===== config.mk =====
export PLATFORM = sky130hd
export DESIGN_NAME = wb_rr_arbiter_flat
export DESIGN_NICKNAME = d
export VERILOG_FILES = /design/src/rtl/wb_arb_pkg.sv /design/src/rtl/wb_rr_arbiter_if.sv /design/src/rtl/wb_rr_arbiter_pick.sv /design/src/rtl/wb_rr_arbiter.sv /design/src/flat_wrapper.sv
export SDC_FILE = /design/constraint.sdc
export NUM_CORES = 1
export LEC_CHECK = 0
export CAP_MARGIN = 0
export CORE_UTILIZATION = 19
export DETAILED_ROUTE_END_ITERATION = 8
export GPL_TIMING_DRIVEN = 0
export PLACE_DENSITY = 0.81
export SLEW_MARGIN = 25
export SYNTH_ARGS = -nofsm -noshare
export SYNTH_HDL_FRONTEND = slang
export SYNTH_SLANG_ARGS = --single-unit

===== constraint.sdc =====
create_clock -name clk_i -period 1.25 [get_ports clk_i]
set_input_delay 0.375 -clock clk_i [delete_from_list [all_inputs] [get_ports clk_i]]
set_output_delay 0.375 -clock clk_i [all_outputs]
set_load 0.005 [all_outputs]

===== src/rtl/wb_arb_pkg.sv =====
// Shared types and constants for the round-robin Wishbone arbiter.
package wb_arb_pkg;

  typedef enum logic {
    ARB_IDLE,
    ARB_BUSY
  } arb_state_e;

  localparam int unsigned MAX_MASTERS    = 8;
  localparam int unsigned MAX_DATA_WIDTH = 64;

  // Read data returned to a master whose transaction was aborted: the low 'width' bits set.
  function automatic logic [MAX_DATA_WIDTH-1:0] abort_data(input int unsigned width);
    logic [MAX_DATA_WIDTH-1:0] v;
    v = '0;
    for (int unsigned i = 0; i < MAX_DATA_WIDTH; i++) begin
      v[i] = (i < width);
    end
    return v;
  endfunction

endpackage


===== src/rtl/wb_rr_arbiter_if.sv =====
// Bundle of master-side and wb_bus-side signals around wb_rr_arbiter.
// slave: the arbiter's view (it serves the masters); master: requesters plus bus model.
interface wb_rr_arbiter_if #(
  parameter int unsigned NUM_MASTERS   = 2,
  parameter int unsigned WB_DATA_WIDTH = 8,
  parameter int unsigned WB_ADDR_WIDTH = 16
);
  logic [NUM_MASTERS-1:0]               m_stb_i;
  logic [NUM_MASTERS-1:0]               m_we_i;
  logic [NUM_MASTERS*WB_ADDR_WIDTH-1:0] m_adr_i;
  logic [NUM_MASTERS*WB_DATA_WIDTH-1:0] m_dat_i;
  logic [NUM_MASTERS-1:0]               m_ack_o;
  logic [WB_DATA_WIDTH-1:0]             m_dat_o;
  logic                                 s_stb_o;
  logic                                 s_we_o;
  logic [WB_ADDR_WIDTH-1:0]             s_adr_o;
  logic [WB_DATA_WIDTH-1:0]             s_dat_o;
  logic                                 s_ack_i;
  logic [WB_DATA_WIDTH-1:0]             s_dat_i;
  logic [NUM_MASTERS-1:0]               grant_o;
  logic                                 busy_o;
  logic                                 timeout_o;

  modport slave (
    input  m_stb_i, m_we_i, m_adr_i, m_dat_i, s_ack_i, s_dat_i,
    output m_ack_o, m_dat_o, s_stb_o, s_we_o, s_adr_o, s_dat_o, grant_o, busy_o, timeout_o
  );

  modport master (
    output m_stb_i, m_we_i, m_adr_i, m_dat_i, s_ack_i, s_dat_i,
    input  m_ack_o, m_dat_o, s_stb_o, s_we_o, s_adr_o, s_dat_o, grant_o, busy_o, timeout_o
  );
endinterface


===== src/rtl/wb_rr_arbiter_pick.sv =====
// Combinational round-robin picker: first requester strictly after the one-hot 'last', wrapping.
module wb_rr_pick #(
  parameter int unsigned N = 2
) (
  input  logic [N-1:0] req,
  input  logic [N-1:0] last,
  output logic [N-1:0] winner,
  output logic         any
);
  localparam int unsigned IW = (N > 1) ? $clog2(N) : 1;

  int unsigned   base;
  logic [IW-1:0] idx;
  logic          found;

  always_comb begin
    base = 0;
    for (int unsigned k = 0; k < N; k++) begin
      if (last[k]) base = k;
    end
    winner = '0;
    found  = 1'b0;
    idx    = '0;
    for (int unsigned off = 1; off <= N; off++) begin
      idx = IW'((base + off) % N);
      if (!found && req[idx]) begin
        winner[idx] = 1'b1;
        found       = 1'b1;
      end
    end
  end

  assign any = |req;
endmodule


===== src/rtl/wb_rr_arbiter.sv =====
// Round-robin Wishbone arbiter: one transaction per grant onto the shared wb_bus master port.
// Optional ack timeout/abort enabled by defining WB_ARB_TIMEOUT_EN.
module wb_rr_arbiter
  import wb_arb_pkg::*;
#(
  parameter int unsigned NUM_MASTERS    = 2,
  parameter int unsigned WB_DATA_WIDTH  = 8,
  parameter int unsigned WB_ADDR_WIDTH  = 16,
  parameter int unsigned TIMEOUT_CYCLES = 255
) (
  input  logic           clk_i,
  input  logic           rst_ni,
  wb_rr_arbiter_if.slave bus
);
  localparam logic [NUM_MASTERS-1:0] LAST_RST = {1'b1, {(NUM_MASTERS-1){1'b0}}};

  if (NUM_MASTERS < 2 || NUM_MASTERS > MAX_MASTERS || TIMEOUT_CYCLES < 1) begin : g_bad_params
    $error("wb_rr_arbiter: unsupported parameter set");
  end

  arb_state_e               state_q;
  logic [NUM_MASTERS-1:0]   grant_q;
  logic [NUM_MASTERS-1:0]   last_q;
  logic                     busy_q;
  logic [NUM_MASTERS-1:0]   winner;
  logic                     any;
  logic                     req_held;
  logic                     abort;
  logic                     s_we;
  logic [WB_ADDR_WIDTH-1:0] s_adr;
  logic [WB_DATA_WIDTH-1:0] s_dat;

  wb_rr_pick #(.N(NUM_MASTERS)) u_pick (
    .req    (bus.m_stb_i),
    .last   (last_q),
    .winner (winner),
    .any    (any)
  );

  assign req_held = |(grant_q & bus.m_stb_i);

`ifdef WB_ARB_TIMEOUT_EN
  localparam int unsigned TW = $clog2(TIMEOUT_CYCLES + 1);
  logic [TW-1:0] cnt_q;
  // A real ack in the same cycle as the timeout takes precedence.
  assign abort = busy_q && (cnt_q == TW'(TIMEOUT_CYCLES)) && !bus.s_ack_i;
`else
  assign abort = 1'b0;
`endif

  // AND-OR mux: everything reads as zero while no grant is held.
  always_comb begin
    s_we  = 1'b0;
    s_adr = '0;
    s_dat = '0;
    for (int unsigned k = 0; k < NUM_MASTERS; k++) begin
      if (grant_q[k]) begin
        s_we  = bus.m_we_i[k];
        s_adr = bus.m_adr_i[k*WB_ADDR_WIDTH +: WB_ADDR_WIDTH];
        s_dat = bus.m_dat_i[k*WB_DATA_WIDTH +: WB_DATA_WIDTH];
      end
    end
  end

  assign bus.s_stb_o   = req_held & ~abort;
  assign bus.s_we_o    = s_we;
  assign bus.s_adr_o   = s_adr;
  assign bus.s_dat_o   = s_dat;
  assign bus.m_ack_o   = grant_q & {NUM_MASTERS{bus.s_ack_i | abort}};
  assign bus.m_dat_o   = abort  ? WB_DATA_WIDTH'(abort_data(WB_DATA_WIDTH)) :
                         busy_q ? bus.s_dat_i : '0;
  assign bus.grant_o   = grant_q;
  assign bus.busy_o    = busy_q;
  assign bus.timeout_o = abort;

  always_ff @(posedge clk_i or negedge rst_ni) begin
    if (!rst_ni) begin
      state_q <= ARB_IDLE;
      grant_q <= '0;
      last_q  <= LAST_RST;
      busy_q  <= 1'b0;
`ifdef WB_ARB_TIMEOUT_EN
      cnt_q   <= '0;
`endif
    end else begin
      case (state_q)
        ARB_IDLE: begin
          if (any) begin
            state_q <= ARB_BUSY;
            grant_q <= winner;
            last_q  <= winner;
            busy_q  <= 1'b1;
`ifdef WB_ARB_TIMEOUT_EN
            cnt_q   <= '0;
`endif
          end
        end
        ARB_BUSY: begin
          // Ack, timeout abort, or the master withdrawing its strobe all end the grant.
          if (bus.s_ack_i || !req_held || abort) begin
            state_q <= ARB_IDLE;
            grant_q <= '0;
            busy_q  <= 1'b0;
          end
`ifdef WB_ARB_TIMEOUT_EN
          else begin
            cnt_q <= cnt_q + TW'(1);
          end
`endif
        end
        default: begin
          state_q <= ARB_IDLE;
          grant_q <= '0;
          busy_q  <= 1'b0;
        end
      endcase
    end
  end
endmodule


===== src/flat_wrapper.sv =====
// flat-port wrapper written by rule: the top's interface ports become plain ports
module wb_rr_arbiter_flat import wb_arb_pkg::*;
#(
  parameter int unsigned NUM_MASTERS    = 2,
  parameter int unsigned WB_DATA_WIDTH  = 8,
  parameter int unsigned WB_ADDR_WIDTH  = 16,
  parameter int unsigned TIMEOUT_CYCLES = 255
)
  (clk_i, rst_ni, bus_m_stb_i, bus_m_we_i, bus_m_adr_i, bus_m_dat_i, bus_s_ack_i, bus_s_dat_i, bus_m_ack_o, bus_m_dat_o, bus_s_stb_o, bus_s_we_o, bus_s_adr_o, bus_s_dat_o, bus_grant_o, bus_busy_o, bus_timeout_o);
  wb_rr_arbiter_if #(.NUM_MASTERS(NUM_MASTERS), .WB_DATA_WIDTH(WB_DATA_WIDTH), .WB_ADDR_WIDTH(WB_ADDR_WIDTH)) bus_i ();
  input  logic clk_i;
  input  logic rst_ni;
  input wire logic [$bits(bus_i.m_stb_i)-1:0] bus_m_stb_i;
  input wire logic [$bits(bus_i.m_we_i)-1:0] bus_m_we_i;
  input wire logic [$bits(bus_i.m_adr_i)-1:0] bus_m_adr_i;
  input wire logic [$bits(bus_i.m_dat_i)-1:0] bus_m_dat_i;
  input wire logic [$bits(bus_i.s_ack_i)-1:0] bus_s_ack_i;
  input wire logic [$bits(bus_i.s_dat_i)-1:0] bus_s_dat_i;
  output wire logic [$bits(bus_i.m_ack_o)-1:0] bus_m_ack_o;
  output wire logic [$bits(bus_i.m_dat_o)-1:0] bus_m_dat_o;
  output wire logic [$bits(bus_i.s_stb_o)-1:0] bus_s_stb_o;
  output wire logic [$bits(bus_i.s_we_o)-1:0] bus_s_we_o;
  output wire logic [$bits(bus_i.s_adr_o)-1:0] bus_s_adr_o;
  output wire logic [$bits(bus_i.s_dat_o)-1:0] bus_s_dat_o;
  output wire logic [$bits(bus_i.grant_o)-1:0] bus_grant_o;
  output wire logic [$bits(bus_i.busy_o)-1:0] bus_busy_o;
  output wire logic [$bits(bus_i.timeout_o)-1:0] bus_timeout_o;
  assign bus_i.m_stb_i = bus_m_stb_i;
  assign bus_i.m_we_i = bus_m_we_i;
  assign bus_i.m_adr_i = bus_m_adr_i;
  assign bus_i.m_dat_i = bus_m_dat_i;
  assign bus_i.s_ack_i = bus_s_ack_i;
  assign bus_i.s_dat_i = bus_s_dat_i;
  assign bus_m_ack_o = bus_i.m_ack_o;
  assign bus_m_dat_o = bus_i.m_dat_o;
  assign bus_s_stb_o = bus_i.s_stb_o;
  assign bus_s_we_o = bus_i.s_we_o;
  assign bus_s_adr_o = bus_i.s_adr_o;
  assign bus_s_dat_o = bus_i.s_dat_o;
  assign bus_grant_o = bus_i.grant_o;
  assign bus_busy_o = bus_i.busy_o;
  assign bus_timeout_o = bus_i.timeout_o;
  wb_rr_arbiter #(.NUM_MASTERS(NUM_MASTERS), .WB_DATA_WIDTH(WB_DATA_WIDTH), .WB_ADDR_WIDTH(WB_ADDR_WIDTH), .TIMEOUT_CYCLES(TIMEOUT_CYCLES)) u_core (.clk_i(clk_i), .rst_ni(rst_ni), .bus(bus_i));
endmodule

**After elaboration in Yosys (flattened, before gate mapping)**

Index checks and enable logic that the tools add are counted.

- Logic and storage cells: 54
- Bits in registers: 6
- Input bits: 63
- Output and inout bits: 40

- Equal/unequal tests: 2
- Order comparisons: 4
- Bitwise logic cells: 4
- Muxes and demuxes: 28
- Reductions and logical operators: 10
- Add/subtract/negate cells: 2

Operator list:

| kind | count |
|---|---|
| $mux 16 | 2 |
| $mux 8 | 3 |
| $mux 1 | 14 |
| $mux 2 | 4 |
| $and 2x2->2 | 2 |
| $lt 1x2->1 const B | 2 |
| $pmux 1 s2 | 2 |
| $pmux 2 s2 | 1 |
| $reduce_and 2->1 | 2 |
| $reduce_or 2->1 | 2 |
| $logic_and 1x1->1 | 3 |
| $add 1x1->1 const B | 2 |
| $demux 1 s1 | 2 |
| $ge 1x1->1 const B | 2 |
| $logic_not 1->1 | 2 |
| $ne 2x1->1 const B | 1 |
| $ne 2x2->1 const B | 1 |
| $or 2x2->2 | 1 |
| $logic_or 1x1->1 | 1 |
| $not 1->1 | 1 |

**Logic depth before layout (Yosys ltp)**

- Word-level depth: 11
- Depth in mapped cells: 4
- Depth with buffers taken out: 3

**Modules after synthesis**

A second synthesis with hierarchy kept.

- Cells, all modules: 78
- Area total of the unflattened synthesis: 669.4 µm²

Modules (own cells, without submodules):

| module | seq. area each (µm²) | area each (µm²) | cells each | instances |
|---|---|---|---|---|
| wb_rr_arbiter | 151.4 | 644.4 | 74 | 1 |
| wb_rr_pick | 0.0 | 25.0 | 4 | 1 |

**Least setup slack after synthesis**

OpenSTA, ideal clock, no wires.

- Path kind: flip-flop to output port
- From: register u_core.grant_q[0] (netlist: u_core.bus.grant_o[0])
- To: output port bus_s_adr_o[10]
- Buffers on the path: 2
- Slack: -0.142 ns
- Stages on the path, launching flop included: 5
- Data arrival time: 1.017 ns
- Required time: 0.875 ns
- Path through: dfrtp_1 > nor2b_1 > buf_6 > buf_8 > a22o_2

- Cells in the longest elaborated chain, start to end: 2

Ends and longest elaborated chain:

| what | RTL line | text |
|---|---|---|
| start: declaration | wb_rr_arbiter.sv:22 | `logic [NUM_MASTERS-1:0] grant_q;` |
| start signal: assignment | wb_rr_arbiter.sv:90 | `grant_q <= winner;` |
| $mux 16 (2 in series) | wb_rr_arbiter.sv:57 | `if (grant_q[k]) begin` |
| end: declaration | flat_wrapper.sv:23 | `output wire logic [$bits(bus_i.s_adr_o)-1:0] bus_s_adr_o;` |

Every way passes these cells.

**Final worst setup path**

- From: register u_core.grant_q[0] (netlist: u_core.bus.grant_o[0])
- To: output port bus_s_adr_o[1]

The elaborated chain is that of the path after synthesis.

==> run_results.csv <==
group,metric,value,unit
power,power.switching,960,uW
yosys,postSynthRegisterBits,5,
layout,design.final.nets,252,
power,combPwrFrac,0.822,
drt,dr.pass1.iters,4,
sta,skew,0.00386,ns
sta,finalWorstSetupSlack,-0.491,ns
layout,diodes,0,
yosys,synth_area_per_cell,8.92,sq um
drt,route.antenna.remaining_nets,0,
worst_setup_path,worst_ep_arrival_time,1.37,ns
clock_tree,clock_latency,0.25,ns
yosys,yosysWarnings,0,
outcome,failed_checks,"setup timing",
sta,timing_hold_violations_final,0,
drt,drt_first_iter_violations,26,
floorplan,start_util,0.203,
worst_setup_path,worstReg2RegEnd,"u_core.state_q$_DFF_PN0_",
sta,timing.final.max_slew_violations,0,
worst_setup_path,crit-reg2reg-launch,"u_core.bus.grant_o[1]$_DFFE_PN0P_",
floorplan,die_width,59.3,microns
drt,topRoutingLayerUsed,"met4",
power,cell_internal_pwr,1960,uW
run,max-cap-violations,0,
global_route,largest_net_degree_at_the_start_of_global_routing,11,
floorplan,placement_rows,20,
drt,wl_met3,198,microns
worst_setup_path,worst-r2r-cell-count,6,
place,finalWeightedCongestion,0.699,
floorplan,die-height,59.3,microns
clock_tree,numCtsBuffers,3,
power,totalPowerFinal,2920,uW
worst_setup_path,timing.critical_path.required,0.88,ns
power,clock_power_share,0.065,
clock_tree,path_clk_slew,0.05,ns
clock_tree,cts_num_sinks,5,
yosys,postSynthNetCount,133,
drt,total_routed_wire_length_on_the_met1_layer,1140,microns
worst_setup_path,critPathKind,"reg2out",
sta,setup_viol_count_final,41,
worst_setup_path,setup.worst_path.start_class,"register",
global_route,grt_pass1_wl,4460,microns
clock_tree,postCtsHoldBufs,0,
yosys,register_area_share_after_synthesis,0.202,
yosys,mappedNetlistArea,624,sq um
power,seq_power_share,0.112,
worst_setup_path,regToRegSetupSlack,-0.13,ns
place,port_buffers,101,
drt,wl_per_cell,14.0,microns
power,ir_worst_vdd,0.881,mV
layout,post_route_cells_drive_above_1_share,0.511,
sta,unrepaired_setup_endpoints_after_global_routing,"true",
power,power.density_cell_area,1530,mW/mm^2
drt,wl_met2,1890,microns
clock_tree,cts_tree,"done",
yosys,netlist_instances,70,
drt,post_drt_via_cell_ratio,4.44,
global_route,global_route.overflow_total,0,
drt,dr_total_vias,1029,
place,dpl_cell_area,0.00171,sq mm
sta,max_freq,574,MHz
floorplan,top_level_ports,103,
power,leakage,0.000915,uW
sta,finalCritPeriodShare,1.39,
layout,post_route_cell_area,0.00191,sq mm
worst_setup_path,cp-end-kind,"primary output",
layout,area_growth,205,%
power,p_sw_frac,0.329,
global_route,track_usage,0.165,
sta,finalHoldWorstSlack,0.349,ns
place,place_hpwl,2450,microns
clock_tree,cts-htree-levels,1,
clock_tree,root_buffer,"sky130_fd_sc_hd__clkbuf_4",
yosys,yosys.cell_types.count,27,
worst_setup_path,cp_max_fo,5,
floorplan,die_area,0.00352,sq mm
outcome,outcome,"finished, violations left",
global_route,grt_antenna_before_repair,0,
clock_tree,clockBufferDepth,2,
hold_path,hold_path.class,"in2async",
drt,post-route-drc-count,0,
global_route,via_count_of_the_first_global_routing_pass,958,
sta,layout_min_cycle_time,1.74,ns
drt,wl,3250,microns
floorplan,fp.coreArea,0.00308,sq mm
layout,finalCoreUtilization,0.620,
[power by group through the flow]
| stage | Clock, uW | Sequential, uW | Combinational, uW |
|---|---|---|---|
| floorplan | 0 | 326 | 804 |
| global placement | 0 | 338 | 1850 |
| detailed placement | 0 | 351 | 1900 |
| CTS | 194 | 320 | 2120 |
| global route | 203 | 337 | 2550 |
| finish | 191 | 328 | 2400 |
[cells in the final DEF, fill, tap and decap left out, types with 2 or more instances in the layout]
master                            instances
sky130_fd_sc_hd__a31oi_1                  2
sky130_fd_sc_hd__buf_16                   2
sky130_fd_sc_hd__a22o_1                   9
sky130_fd_sc_hd__buf_6                   26
sky130_fd_sc_hd__clkbuf_4                 3
sky130_fd_sc_hd__inv_1                    2
sky130_fd_sc_hd__and2_4                   9
sky130_fd_sc_hd__dfrtp_2                  3
sky130_fd_sc_hd__clkdlybuf4s50_1         51
sky130_fd_sc_hd__buf_8                    2
sky130_fd_sc_hd__clkbuf_2                 2
sky130_fd_sc_hd__dlygate4sd2_1           12
sky130_fd_sc_hd__a22o_2                  11
sky130_fd_sc_hd__buf_2                   17
sky130_fd_sc_hd__nand2_1                  2
sky130_fd_sc_hd__buf_4                    5
sky130_fd_sc_hd__nor2_1                   3
sky130_fd_sc_hd__a22o_4                   4
sky130_fd_sc_hd__buf_12                   2
[final cells by class]
type                       count  area (sq um)
fill                         293          1170
timing repair buffer         116          1130
multi-input combinational     56           498
sequential                     5           130
buffer                         5          60.1
tap                           44          55.1
clock buffer                   4          26.3
inverter                       2          7.51
[kinds of logic after synthesis]
family / share of synthesized area
AOI/OAI and AO/OA: 0.481
other: 0.00601
and+or+nand+nor: 0.196
DFF: 0.202
buffers and inverters: 0.114
[how the worst max path moves through the flow]
stage | startpoint | endpoint | slack [ns] | depth (start not counted)
2_1_floorplan | u_core.bus.grant_o[0]$_DFFE_PN0P_ | bus_s_adr_o[10] | -0.13 | 4
3_3_place_gp | bus_m_stb_i[1] | bus_s_stb_o | -0.83 | 4
3_5_place_dp | bus_m_stb_i[1] | bus_s_stb_o | -0.85 | 4
4_1_cts | u_core.bus.grant_o[0]$_DFFE_PN0P_ | bus_s_dat_o[6] | -0.50 | 5
5_1_grt | u_core.bus.grant_o[0]$_DFFE_PN0P_ | bus_s_dat_o[6] | -0.51 | 5
6_report | u_core.bus.grant_o[0]$_DFFE_PN0P_ | bus_s_adr_o[1] | -0.49 | 5
[cell usage after synthesis, drive strengths merged]
master,instances,share of area
buf,7,0.10
nor3b,1,0.012
a21o,1,0.014
a21bo,1,0.016
a22oi,1,0.012
a32o,1,0.016
conb,1,0.0060
o21ai,2,0.016
nand2b,1,0.010
or2,1,0.010
a22o,24,0.37
a31oi,2,0.020
nor3,1,0.016
nor2b,1,0.010
dfrtp,4,0.16
a21oi,1,0.0080
nand2,3,0.018
dfstp,1,0.042
and2,10,0.10
inv,2,0.012
nor2,3,0.018
o21a,1,0.012
[sequential cells by signal, indices dropped and copies added, names as in the netlist]
name,flops
u_core.state_q,1
u_core.last_q,1
u_core.bus.busy_o,1
u_core.bus.grant_o,2
[metrics by stage]
step           cells  setup WS (ns)  setup TNS (ns)
5_1_grt          232         -0.509          -15.58
3_3_place_gp     215         -0.833          -23.43
2_1_floorplan     70         -0.129           -2.51
6_report         232         -0.491          -14.56
3_5_place_dp     215         -0.846          -24.40
4_1_cts          230         -0.499          -14.93
[layer usage]
layer,vias to the layer above,global-route usage
li1,504,-
met1,480,0.174
met2,41,0.332
met3,4,0.0197
met4,0,0.0510
met5,-,0
[critical path: stages, from the launching register on]
cell and delay (ns):
sky130_fd_sc_hd__dfrtp_2 0.39, sky130_fd_sc_hd__nor2b_4 0.13, sky130_fd_sc_hd__buf_12 0.14, sky130_fd_sc_hd__buf_6 0.12
sky130_fd_sc_hd__a22o_2 0.20, sky130_fd_sc_hd__buf_2 0.13
[repair_timing]
action	4_1_cts	5_1_grt
resized for setup	179	27
setup endpoints to repair	43	42
setup buffers	9	3
cloned	3	0
pin swaps	10	11
Power figures use the tool's default switching activity.
